[config.mk]
export PLATFORM = sky130hd
export DESIGN_NAME = mem_arbiter_flat
export DESIGN_NICKNAME = d
export VERILOG_FILES = /design/src/rtl/mem_arbiter_if.sv /design/src/rtl/mem_arbiter.sv /design/src/flat_wrapper.sv
export SDC_FILE = /design/constraint.sdc
export NUM_CORES = 1
export LEC_CHECK = 0
export ABC_AREA = 1
export BUFFER_PORTS_ARGS = -buffer_cell sky130_fd_sc_hd__buf_2
export CAP_MARGIN = 20
export CORE_AREA = 5 5 101 103
export CTS_CLUSTER_DIAMETER = 50
export DETAILED_ROUTE_END_ITERATION = 7
export DIE_AREA = 0 0 106 108
export PLACE_DENSITY = 0.64
export SLEW_MARGIN = 0
export SYNTH_ARGS = -nofsm -noshare
export SYNTH_HDL_FRONTEND = slang
export SYNTH_SLANG_ARGS = --single-unit
[constraint.sdc]
create_clock -name CLK -period 3 [get_ports CLK]
set_input_delay 0.6 -clock CLK [delete_from_list [all_inputs] [get_ports CLK]]
set_output_delay 0.6 -clock CLK [all_outputs]
set_load 0.01 [all_outputs]
[src/rtl/mem_arbiter_if.sv]
// rtl/mem_arbiter_if.sv - request/RAM bundle between datapath, arbiter and RAM port
// slave is the arbiter's view; master is the requester/RAM side that drives it.
interface mem_arbiter_if #(
  parameter int ADDR_W = 32,
  parameter int DATA_W = 32
);
  logic              iREN;
  logic [ADDR_W-1:0] iaddr;
  logic              ihit;
  logic [DATA_W-1:0] iload;
  logic              dREN;
  logic              dWEN;
  logic [ADDR_W-1:0] daddr;
  logic [DATA_W-1:0] dstore;
  logic              dhit;
  logic [DATA_W-1:0] dload;
  logic              ramREN;
  logic              ramWEN;
  logic [ADDR_W-1:0] ramaddr;
  logic [DATA_W-1:0] ramstore;
  logic [DATA_W-1:0] ramload;
  logic              ram_ready;
  logic [1:0]        grant;

  modport slave (
    input  iREN, iaddr, dREN, dWEN, daddr, dstore, ramload, ram_ready,
    output ihit, iload, dhit, dload, ramREN, ramWEN, ramaddr, ramstore, grant
  );

  modport master (
    output iREN, iaddr, dREN, dWEN, daddr, dstore, ramload, ram_ready,
    input  ihit, iload, dhit, dload, ramREN, ramWEN, ramaddr, ramstore, grant
  );
endinterface

[src/rtl/mem_arbiter.sv]
// rtl/mem_arbiter.sv - single-port RAM arbiter, data priority with instruction starvation guard
// Arbitration happens in IDLE and on the completing/withdrawn cycle of a grant, so grants chain without bubbles.
module mem_arbiter #(
  parameter int DSTARVE_MAX = 4
) (
  input  logic         CLK,
  input  logic         RST,
  mem_arbiter_if.slave bus
);
  localparam int CW = $clog2(DSTARVE_MAX + 1);
  localparam logic [CW-1:0] SMAX = CW'(DSTARVE_MAX);

  typedef enum logic [1:0] {
    IDLE  = 2'b00,
    INSTR = 2'b01,
    DATA  = 2'b10
  } state_t;

  state_t            state, state_nxt;
  logic [CW-1:0]     starve_cnt, starve_nxt;
  logic              d_req, arb, force_i;
  logic              ren, wen, ih, dh;
  logic [$bits(bus.ramaddr)-1:0]  addr;
  logic [$bits(bus.ramstore)-1:0] store, il, dl;

  always_ff @(posedge CLK) begin
    if (RST) begin
      state      <= IDLE;
      starve_cnt <= '0;
    end else begin
      state      <= state_nxt;
      starve_cnt <= starve_nxt;
    end
  end

  always_comb begin
    state_nxt = state;
    ren       = 1'b0;
    wen       = 1'b0;
    ih        = 1'b0;
    dh        = 1'b0;
    addr      = '0;
    store     = '0;
    il        = '0;
    dl        = '0;
    arb       = 1'b0;
    d_req     = bus.dREN | bus.dWEN;

    case (state)
      IDLE: arb = 1'b1;
      DATA: begin
        if (d_req) begin
          addr  = bus.daddr;
          store = bus.dstore;
          wen   = bus.dWEN;
          ren   = ~bus.dWEN;
          if (bus.ram_ready) begin
            dh  = 1'b1;
            dl  = bus.dWEN ? '0 : bus.ramload;
            arb = 1'b1;
          end
        end else begin
          arb = 1'b1;
        end
      end
      INSTR: begin
        if (bus.iREN) begin
          ren  = 1'b1;
          addr = bus.iaddr;
          if (bus.ram_ready) begin
            ih  = 1'b1;
            il  = bus.ramload;
            arb = 1'b1;
          end
        end else begin
          arb = 1'b1;
        end
      end
      default: arb = 1'b1;
    endcase

    if (!bus.iREN || ih)
      starve_nxt = '0;
    else if (dh && starve_cnt != SMAX)
      starve_nxt = starve_cnt + CW'(1);
    else
      starve_nxt = starve_cnt;

    // Force uses the post-hit count so the DSTARVE_MAX-th dhit hands off straight to INSTR.
    force_i = bus.iREN && (starve_nxt == SMAX);

    if (arb) begin
      if (force_i)         state_nxt = INSTR;
      else if (d_req)      state_nxt = DATA;
      else if (bus.iREN)   state_nxt = INSTR;
      else                 state_nxt = IDLE;
    end
  end

  assign bus.ramREN   = ren & ~RST;
  assign bus.ramWEN   = wen & ~RST;
  assign bus.ihit     = ih & ~RST;
  assign bus.dhit     = dh & ~RST;
  assign bus.ramaddr  = RST ? '0 : addr;
  assign bus.ramstore = RST ? '0 : store;
  assign bus.iload    = RST ? '0 : il;
  assign bus.dload    = RST ? '0 : dl;
  assign bus.grant    = RST ? 2'b00 : state;
endmodule

[src/flat_wrapper.sv]
// flat-port wrapper written by rule: the top's interface ports become plain ports
module mem_arbiter_flat 
#(
  parameter int DSTARVE_MAX = 4
)
  (CLK, RST, bus_iREN, bus_iaddr, bus_dREN, bus_dWEN, bus_daddr, bus_dstore, bus_ramload, bus_ram_ready, bus_ihit, bus_iload, bus_dhit, bus_dload, bus_ramREN, bus_ramWEN, bus_ramaddr, bus_ramstore, bus_grant);
  mem_arbiter_if #(.ADDR_W(32), .DATA_W(32)) bus_i ();
  input  logic CLK;
  input  logic RST;
  input wire logic [$bits(bus_i.iREN)-1:0] bus_iREN;
  input wire logic [$bits(bus_i.iaddr)-1:0] bus_iaddr;
  input wire logic [$bits(bus_i.dREN)-1:0] bus_dREN;
  input wire logic [$bits(bus_i.dWEN)-1:0] bus_dWEN;
  input wire logic [$bits(bus_i.daddr)-1:0] bus_daddr;
  input wire logic [$bits(bus_i.dstore)-1:0] bus_dstore;
  input wire logic [$bits(bus_i.ramload)-1:0] bus_ramload;
  input wire logic [$bits(bus_i.ram_ready)-1:0] bus_ram_ready;
  output wire logic [$bits(bus_i.ihit)-1:0] bus_ihit;
  output wire logic [$bits(bus_i.iload)-1:0] bus_iload;
  output wire logic [$bits(bus_i.dhit)-1:0] bus_dhit;
  output wire logic [$bits(bus_i.dload)-1:0] bus_dload;
  output wire logic [$bits(bus_i.ramREN)-1:0] bus_ramREN;
  output wire logic [$bits(bus_i.ramWEN)-1:0] bus_ramWEN;
  output wire logic [$bits(bus_i.ramaddr)-1:0] bus_ramaddr;
  output wire logic [$bits(bus_i.ramstore)-1:0] bus_ramstore;
  output wire logic [$bits(bus_i.grant)-1:0] bus_grant;
  assign bus_i.iREN = bus_iREN;
  assign bus_i.iaddr = bus_iaddr;
  assign bus_i.dREN = bus_dREN;
  assign bus_i.dWEN = bus_dWEN;
  assign bus_i.daddr = bus_daddr;
  assign bus_i.dstore = bus_dstore;
  assign bus_i.ramload = bus_ramload;
  assign bus_i.ram_ready = bus_ram_ready;
  assign bus_ihit = bus_i.ihit;
  assign bus_iload = bus_i.iload;
  assign bus_dhit = bus_i.dhit;
  assign bus_dload = bus_i.dload;
  assign bus_ramREN = bus_i.ramREN;
  assign bus_ramWEN = bus_i.ramWEN;
  assign bus_ramaddr = bus_i.ramaddr;
  assign bus_ramstore = bus_i.ramstore;
  assign bus_grant = bus_i.grant;
  mem_arbiter #(.DSTARVE_MAX(DSTARVE_MAX)) u_core (.CLK(CLK), .RST(RST), .bus(bus_i));
endmodule
==> results.md, run 1 <==
- Status: finished, final reports clean
- Min Tclk post-route: between 2 and 2.5 ns
- Commonest non-fill, non-tap cell in the layout: buf_2
- WP depth: 5
- Post-Syn Instances: between 300 and 400
- Synth-to-layout area growth: 91.0%
- Slew margin rel.: between 50% and 60%
- Fraction of layout cells with a size suffix above 1: between 40% and 50%
- Critical path type: reg -> out
- Worst slew pin tran: approximately 0.62 ns
- Global-route wire length before repair: roughly 12000 um
- Combinational power share: 79.1%
- Pwr Total: between 1 and 1.5 mW
- Initial Utilization: 17.2%
- Clk buf depth: 2
- Diodes inserted: 0
- Post-CTS Setup Bufs: 0
- GP Congestion: between 0.8 and 0.9
- DR pass1 iterations: 5
- Via density: between 4 and 5
- Crit start category: register
- # DRC: 0
- Maximum vdd drop: ~240 uV
- Post-synth cell types: 20
- Port buffer count: between 200 and 300
- Synthesized area: ~0.0016 sq mm
- Clock Power Share: 12.1%
- Worst Setup EP: bus_ramREN
- Largest stage delay, worst path: 0.53 ns
- FP Rows: 35
- DP Wirelength: about 7100 um
- Critical R2R Capture: u_core.state[1]
- Chip Height: between 100 and 150 um
- Switching fraction of total power: 53.3%
- Filler cells: 1052
- Post-DP Area: around 0.003 sq mm
- RSZ-0062 raised after global routing: false
- Clk root buf: clkbuf_8
- Vias in the first global route: between 2000 and 3000
- Crit path buf inv count: 2
- CP top delay family: simple AND/OR/NAND/NOR gates
- GR met2 Demand/Resource: 24.6%
- Critical Path Slowest Stage Cell: or2_2
- Pin count of the biggest net entering global routing: 34
- Fin. max-slew vios: 0
- Worst EP required: about 2.4 ns
- Worst-Skew Late Latency: approximately 0.22 ns
- Final hold viol count: 0
- Hold/Removal Path Class: reg -> reg
- FF-to-FF Start: u_core.state[0]
- Average wire per cell in the routed design: 12.4 um
- Setup tns final: 0 ns
- # Max-Cap Violations: 0
- CTS Buf Count: 3
- Net switching power: around 0.55 mW
- Die span in x: 106 um
- Routed Antenna Nets: 0
- PD cells: approximately 340 mW/mm^2
- Hold Buf Count CTS: 0
- Seq pwr share: 8.8%
- Initial DRC Count: approximately 120
- Gr usage total: approximately an eighth
- Worst reg2reg setup slack: between 1.5 and 2 ns
- GRT met1 Usage: 14.2%
- Critical Path AT: 1.82 ns
- Fin crit share: 80.7%
- Commonest non-fill, non-tap cells in the layout: buf_2 (267), nor2_1 (106), nand2_1 (48)
- Reg2Reg Depth: 11
- Crit. Startpoint: u_core.state[0]
- Die ar.: between 0.01 and 0.015 sq mm
- Fmax achieved: roughly 410 MHz
- Core Region: 0.00911 sq mm
- Post-Route WL: around 8500 um
- Initial antenna violation count: 0
- Final setup viols: 0
- Post-CTS Resized: 0
- Clk sinks: 5
- Gr busiest metal: met2
- Worst path cell trace: inv_1 > ha_1 > or2_2 > a21oi_1 > buf_2
- Flops & latches, synth: 5
- Vias: 2908
- Syn Area/Cell: just under 5 sq um
- Sequential fraction of the synthesis area: under 10%
- Cell Int Power: 0.480 mW
- Ys Warns: 0
- Clock-pin slew on the worst setup and hold paths: roughly 0.040 ns
- Worst-path maximum fanout: 33
- GRT Residual Overflow: 0
- Syn_nets: roughly 460
- Clk_skew: approximately 0.0022 ns
- Pleak: 2.01 nW
- Setup crit end kind: output port
- Met3 Use GR: between 3 and 4%
- Final nets: 711
- Io pins: 268
- CTS tree: yes
- H-Tree Depth: 1
- Final Instance Area: 0.00298 sq mm
[worst min-delay path, cell delays in order (launching register included)]
cell     delay (ns)
dfxtp_1        0.31
inv_1          0.07
nor2_1         0.05
nand2_1        0.05
nand2_1        0.04
[sequential cells by signal (all words and copies together) (netlist names)]
signal and count:
u_core.starve_cnt 3, u_core.state 2
[layout make-up]
type / count / area (sq um) / share of cell area, %
flip-flops and latches: 5 / 100 / 3.35
multi-input cells: 242 / 1140 / 38.2
repair buffers: 273 / 1380 / 46.3
clock buffers: 4 / 45.0 / 1.51
inverters: 48 / 180 / 6.04
well taps: 111 / 139 / 4.65
[stage by stage]
stage | hold WS [ns] | utilization, % | worst slack (ns) | cells
after floorplan | 0.529 | - | 0.943 | 321
after global placement | 0.568 | 32.3 | 0.578 | 679
after detailed placement | 0.566 | 32.3 | 0.593 | 679
after CTS | 0.574 | 32.8 | 0.534 | 683
after global routing | 0.614 | 32.8 | 0.396 | 683
final | 0.570 | 32.8 | 0.580 | 683
[how the worst min path moves through the flow]
stage                                      end            startpoint  cells after the start  slack, ns
after detailed placement       u_core.state[1]       u_core.state[1]                      4       0.57
after global placement    u_core.starve_cnt[0]  u_core.starve_cnt[0]                      4       0.57
after global routing      u_core.starve_cnt[0]  u_core.starve_cnt[0]                      4       0.61
after CTS                      u_core.state[1]       u_core.state[1]                      4       0.57
after floorplan                u_core.state[0]       u_core.state[0]                      2       0.53
final                          u_core.state[1]       u_core.state[1]                      4       0.57
[cells in the mapped netlist]
cell type	number	area share (%)
a21oi_1	5	1.6
a22oi_1	32	15
buf_1	1	0.24
buf_2	9	2.9
buf_6	5	3.6
clkbuf_1	11	2.6
dfxtp_1	5	6.4
ha_1	4	3.2
inv_1	46	11
inv_2	2	0.48
nand2_1	48	12
nand3_1	5	1.6
nand3b_1	1	0.48
nor2_1	107	26
nor2_2	1	0.40
nor3_1	34	11
o21ai_0	2	0.64
o21ai_1	1	0.32
or2_2	1	0.40
xnor2_1	1	0.56
[power by group through the flow]
stage | clock network [mW] | logic [mW] | registers, mW
final | 0.124 | 0.812 | 0.0906
after global routing | 0.130 | 0.929 | 0.0923
after CTS | 0.128 | 0.829 | 0.0907
after detailed placement | 0 | 0.825 | 0.0917
after global placement | 0 | 0.822 | 0.0912
after floorplan | 0 | 0.569 | 0.0894
[cell families (layout without fill, tap and decap cells)]
family / Yosys count / count (layout) / share of synthesized area [%]
fa+ha+maj: 4 / 4 / 3.20
xor+xnor: 1 / 1 / 0.561
buf+inv: 74 / 325 / 20.9
simple gates: 197 / 197 / 51.0
compound gates: 40 / 40 / 17.9
flops: 5 / 5 / 6.41
[layer usage]
layer	part of all wire, %	vias up
met5	0	-
met4	1.1	0
met3	11	9
met2	51	152
met1	37	1241
li1	-	1506
(Power assumes the default switching activity.)
==> run 2, diff against run 1 <==
--- a/config.mk
+++ b/config.mk
@@ -12,7 +12,7 @@
 export CTS_CLUSTER_DIAMETER = 50
 export DETAILED_ROUTE_END_ITERATION = 7
 export DIE_AREA = 0 0 106 108
-export PLACE_DENSITY = 0.64
+export PLACE_DENSITY = 0.66
 export SLEW_MARGIN = 0
 export SYNTH_ARGS = -nofsm -noshare
 export SYNTH_HDL_FRONTEND = slang
==> constraint.sdc (replaced) <==
create_clock -name CLK -period 2 [get_ports CLK]
set_input_delay 0.4 -clock CLK [delete_from_list [all_inputs] [get_ports CLK]]
set_output_delay 0.4 -clock CLK [all_outputs]
set_load 0.01 [all_outputs]
==> results.md, run 2 (synthesized netlist as in run 1, its figures left out) <==
- Worst reg2reg setup slack: 0.51 ns (-1.01 ns)
- CP top delay family: simple AND/OR/NAND/NOR gates
- Clk root buf: clkbuf_8
- CTS tree: yes
- Fraction of layout cells with a size suffix above 1: 55.7% (+6.6 points)
- Initial DRC Count: 159 (+28%)
- Worst-path maximum fanout: 8 (-76%)
- # DRC: 0 (unchanged)
- Dpl ws: 0.139 ns (-0.454 ns)
- GP Congestion: 0.892 (+8.4%)
- Fin crit share: between 90% and 100%
- Gr busiest metal: met2
- Worst-Skew Late Latency: 0.22 ns (about the same)
- Vias in the first global route: 2752 (+0.40%)
- DR pass1 iterations: 4 (-1)
- Pleak: 2.16 nW (+7.7%)
- Setup crit end kind: output port
- FP Rows: 35 (unchanged)
- Crit start category: register
- GRT Residual Overflow: 0 (unchanged)
- Clk_skew: 0.00144 ns (-0.000718 ns)
- Clock-pin slew on the worst setup and hold paths: 0.03 ns (about the same)
- Final nets: 724 (+1.8%)
- Synth-to-layout area growth: 119%
- Status: finished, final reports clean
- Fin. max-slew vios: 0 (unchanged)
- Average wire per cell in the routed design: 13.2 um (+6.5%)
- Clk buf depth: 2 (unchanged)
- Diodes inserted: 0 (unchanged)
- Largest stage delay, worst path: 0.34 ns (-0.19 ns)
- Post-Route WL: 9200 um (+8.5%)
- Min Tclk post-route: slightly below 2 ns
- Initial Utilization: 17.2% (unchanged)
- Global-route wire length before repair: 13000 um (+3.8%)
- # Max-Cap Violations: 0 (unchanged)
- Biggest regs: u_core.starve_cnt (3), u_core.state (2)
- Routed Antenna Nets: 0 (unchanged)
- Final worst slack: 0.0432 ns (-0.536 ns)
- Hold_ws: 0.554 ns (-0.0156 ns)
- Worst path cell trace: inv_2 > ha_4 > or2_4 > clkbuf_16 > nor2_1 > buf_2
- Most flop-heavy register: u_core.starve_cnt
- Commonest non-fill, non-tap cells in the layout: buf_2 (267), nor2_1 (98), nand2_1 (47)
- PD cells: 647 mW/mm^2 (+88%)
- GRT met1 Usage: 14.4% (+0.14 points)
- Final setup viols: 0 (unchanged)
- CTS Buf Count: 3 (unchanged)
- Flip-flop count of the largest register after layout: 3 (unchanged)
- GR met2 Demand/Resource: 26.6% (+2.0 points)
- Final hold viol count: 0 (unchanged)
- H-Tree Depth: 1 (unchanged)
- Port buffer count: 267 (unchanged)
- Crit path buf inv count: 3 (+1)
- Filler cells: 1014 (-3.6%)
- Critical path type: reg -> out
- Pin count of the biggest net entering global routing: 33 (-2.9%)
- Die span in x: 106 um (unchanged)
- Gr usage total: 13.5% (+0.60 points)
- Critical Path AT: 1.56 ns (-0.26 ns)
- DP Wirelength: 7200 um (+1.5%)
- Io pins: 268 (unchanged)
- Hold/Removal Path Class: in -> reg
- Chip Height: 108 um (unchanged)
- Commonest non-fill, non-tap cell in the layout: buf_2
- Slew margin rel.: 77.8% (+19 points)
- Initial antenna violation count: 0 (unchanged)
- Pwr Total: 2.21 mW (+120%)
- Via density: 4.38 (+2.9%)
- Clk sinks: 5 (unchanged)
- Critical Path Slowest Stage Cell: dfxtp_2
- Worst EP required: 1.60 ns (-0.80 ns)
- Vias: 3048 (+4.8%)
- RSZ-0062 raised after global routing: true
- Final non-filler cell total: 696 (+1.9%)
- Die ar.: 0.0114 sq mm (unchanged)
- Hold Buf Count CTS: 0 (unchanged)
- Maximum vdd drop: 333 uV (+41%)
- Worst slew pin tran: 0.334 ns (-0.283 ns)
- Placed insts: 684 (+0.74%)
- Core Region: 0.00911 sq mm (unchanged)
- Fmax achieved: roughly 510 MHz
- Met3 Use GR: 3.88% (+0.48 points)
==> run 2: cell count changes in the layout (fill, tap and decap cells not counted), sizes merged <==
| cell | delta |
|---|---|
| buf | +10 |
| clkbuf | +3 |
==> run 2: where the power goes <==
part	total (mW)	internal [mW]	switching, mW
logic	1.88	0.907	0.974
clock network	0.184	0.137	0.0473
registers	0.148	0.127	0.0207
total	2.21	1.17	1.04
==> run 2: worst paths after layout <==
check,startpoint,to,depth (start not counted)
max,u_core.state[0],bus_ramaddr[23],6
min,RST,u_core.starve_cnt[2],3
max reg2reg,u_core.state[0],u_core.state[1],11
min reg2reg,u_core.state[0],u_core.state[0],2
==> run 2: cell type report <==
cell class	count	area [sq um]	share of cell area [%]
repair buffers	286	1680	49.0
clock buffers	4	45.0	1.32
flip-flops and latches	5	103	3.00
inverters	48	185	5.41
well taps	111	139	4.06
multi-input cells	242	1270	37.2
==> run 2: timing repair <==
item | in CTS | in global routing
pin swaps | 1 | 7
setup endpoints to repair | 84 | 73
resized for setup | 12 | 31
cloned | 2 | 4
setup buffers | 0 | 2
==> run 2: worst reg2reg max path: cells and delay by family (launching register included) <==
kind	cells	cell delay (ns)
compound gates	1	0.11
buf+inv	3	0.23
simple gates	6	0.52
flops	1	0.34
fa+ha+maj	1	0.17
==> run 2: per-stage QoR <==
step / instance area [sq um] / utilization (%) / setup TNS (ns)
2_1_floorplan: 1560 / - / 0
3_3_place_gp: 3050 / 33.5 / 0
3_5_place_dp: 3050 / 33.5 / 0
4_1_cts: 3180 / 35.0 / 0
5_1_grt: 3420 / 37.6 / -0.103
6_report: 3420 / 37.6 / 0
==> run 2: metal layers <==
layer	part of all wire (%)	wire length (um)	up-vias
met5	0	0	-
met4	0.73	67	0
met3	9.8	901	6
met2	52	4770	157
met1	38	3460	1351
li1	-	-	1534
==> run 3, diff against run 2 <==
==> constraint.sdc (replaced) <==
create_clock -name CLK -period 2 [get_ports CLK]
set_input_delay 0.2 -clock CLK [delete_from_list [all_inputs] [get_ports CLK]]
set_output_delay 0.2 -clock CLK [all_outputs]
set_load 0.01 [all_outputs]
==> results.md, run 3 (synthesized netlist as in run 1, its figures left out) <==
- Initial antenna violation count: 0 (unchanged)
- Fin. max-slew vios: 0 (unchanged)
- GRT Residual Overflow: 0 (unchanged)
- Met3 Use GR: 3.46% (-0.42 points)
- Port buffer count: 267 (unchanged)
- Flip-flop count of the largest register after layout: 3 (unchanged)
- Min Tclk post-route: 1.83 ns (-0.124 ns)
- Worst reg2reg setup slack: 0.51 ns (about the same)
- Worst-Skew Late Latency: 0.22 ns (about the same)
- # Max-Cap Violations: 0 (unchanged)
- Clock-pin slew on the worst setup and hold paths: 0.04 ns (about the same)
- Critical path type: reg -> out
- H-Tree Depth: 1 (unchanged)
- Crit. Startpoint: u_core.state[0]
- Synth-to-layout area growth: 94.4%
- Pwr Total: 1.60 mW (-28%)
- Post-Route WL: 8420 um (-8.5%)
- Area of the multi-input gates: 0.00114 sq mm (-10%)
- Pleak: 2.03 nW (-6.3%)
- Most flop-heavy register: u_core.starve_cnt
- Hold Buf Count CTS: 0 (unchanged)
- Clk buf depth: 2 (unchanged)
- Global-route wire length before repair: 12700 um (-2.2%)
- Crit path buf inv count: 2 (-1)
- Initial DRC Count: 207 (+30%)
- DR pass1 iterations: 6 (+2)
- Die ar.: 0.0114 sq mm (unchanged)
- CTS tree: yes
- Maximum vdd drop: 315 uV (-5.4%)
- Crit start category: register
- Core Region: 0.00911 sq mm (unchanged)
- Fmax achieved: 546 MHz (+6.7%)
- Worst Hold Launch: RST
- Hold Crit Endpoint: u_core.starve_cnt[2]
- Gr busiest metal: met2
- GP Congestion: 0.870 (-2.5%)
- Chip Height: 108 um (unchanged)
- Critical R2R Capture: u_core.state[1]
- Average wire per cell in the routed design: 12.3 um (-6.9%)
- GR met2 Demand/Resource: 26.0% (-0.68 points)
- Fin crit share: 91.7% (-6.2 points)
- Hold path cells: 2 (-1)
- Commonest non-fill, non-tap cell in the layout: buf_2
- Fraction of layout cells with a size suffix above 1: 49.4% (-6.3 points)
- FP Rows: 35 (unchanged)
- CTS Buf Count: 3 (unchanged)
- Clk_skew: 0.00222 ns (+0.000783 ns)
- Routed Antenna Nets: 0 (unchanged)
- Via density: 4.25 (-3.0%)
- Worst slew pin tran: 0.377 ns (+0.0437 ns)
- Vias in the first global route: 2720 (-1.2%)
- Largest stage delay, worst path: 0.37 ns (+0.03 ns)
- GRT met1 Usage: 14.1% (-0.24 points)
- Final nets: 712 (-1.7%)
- RSZ-0062 raised after global routing: false
- PD cells: 528 mW/mm^2 (-18%)
- Die span in x: 106 um (unchanged)
- Pin count of the biggest net entering global routing: 34 (+3.0%)
- Slew margin rel.: 74.8% (-2.9 points)
- Diodes inserted: 0 (unchanged)
- Final setup viols: 0 (unchanged)
- Filler cells: 1050 (+3.6%)
- Register area: 100 sq um (-2.4%)
- Initial Utilization: 17.2% (unchanged)
- FF-to-FF Start: u_core.state[0]
- DP Wirelength: 7000 um (-2.8%)
- Clk root buf: clkbuf_8
- Reg2Reg Depth: 11 (unchanged)
- Setup crit end kind: output port
- Setup tns final: 0 ns (unchanged)
- Status: finished, final reports clean
- Worst path cell trace: inv_1 > ha_1 > or2_4 > a21oi_2 > buf_2
- Commonest non-fill, non-tap cells in the layout: buf_2 (267), nor2_1 (106), nand2_1 (48)
- # DRC: 0 (unchanged)
- Worst-path maximum fanout: 33 (+25)
- Vias: 2906 (-4.7%)
- Clk sinks: 5 (unchanged)
- CP top delay family: simple AND/OR/NAND/NOR gates
- Worst EP required: 1.80 ns (+0.20 ns)
- Io pins: 268 (unchanged)
- Critical Path AT: 1.63 ns (+0.07 ns)
- Biggest regs: u_core.starve_cnt (3), u_core.state (2)
- Final hold viol count: 0 (unchanged)
- Gr usage total: 13.2% (-0.29 points)
- Hold/Removal Path Class: in -> reg
- Critical Path Slowest Stage Cell: or2_4
run 3: cell count changes in the layout (fill, tap and decap cells not counted), sizes merged:
cell,previous run,this run
buf,283,274
clkbuf,7,4
run 3: layout make-up:
class	instances	area share [%]
Clock buffer	4	1.48
Inverter	48	6.01
Multi-Input combinational cell	242	37.7
Sequential cell	5	3.29
Tap cell	111	4.57
Timing Repair Buffer	274	47.0
run 3: timing repair:
item,CTS,global route
buffers inserted,0,0
cloned,0,0
resized for setup,1,3
setup endpoints to repair,1,11
run 3: worst reg2reg max path, delay by kind of cell, from the launching register on:
family                   cells  cell delay [ns]
adder cells (fa/ha/maj)      1             0.24
buffers and inverters        2             0.13
flip-flops                   1             0.31
AND/OR/NAND/NOR              8             0.69
run 3: worst max path at each step:
stage / to / slack (ns) / cells past startpoint
6_report: bus_ramREN / 0.17 / 5
5_1_grt: bus_ramaddr[24] / 0.006 / 8
4_1_cts: bus_ramREN / 0.07 / 5
3_5_place_dp: bus_ramREN / 0.11 / 5
3_3_place_gp: bus_ramREN / 0.1 / 5
2_1_floorplan: bus_ramaddr[10] / 0.43 / 6
run 3: stage by stage:
step	setup slack [ns]	area [sq um]	cells	hold WS (ns)	util, %
after global routing	0.00619	3040	684	0.294	33.4
after CTS	0.0673	3030	684	0.282	33.3
after detailed placement	0.111	2980	680	0.514	32.8
final	0.167	3040	684	0.290	33.4
after global placement	0.0956	2980	680	0.508	32.8
after floorplan	0.427	1560	321	0.388	-
run 3: per-layer routing:
layer	part of all wire (%)	wire, um
met1	37	3090
met3	11	885
met4	0.87	73
met5	0	0
met2	52	4360
run 3: power breakdown:
part	switching [mW]	internal [mW]	leakage [nW]
Clock	0.0521	0.137	0.0228
Combinational	0.770	0.509	1.96
Sequential	0.0120	0.122	0.0408
Total	0.834	0.768	2.03
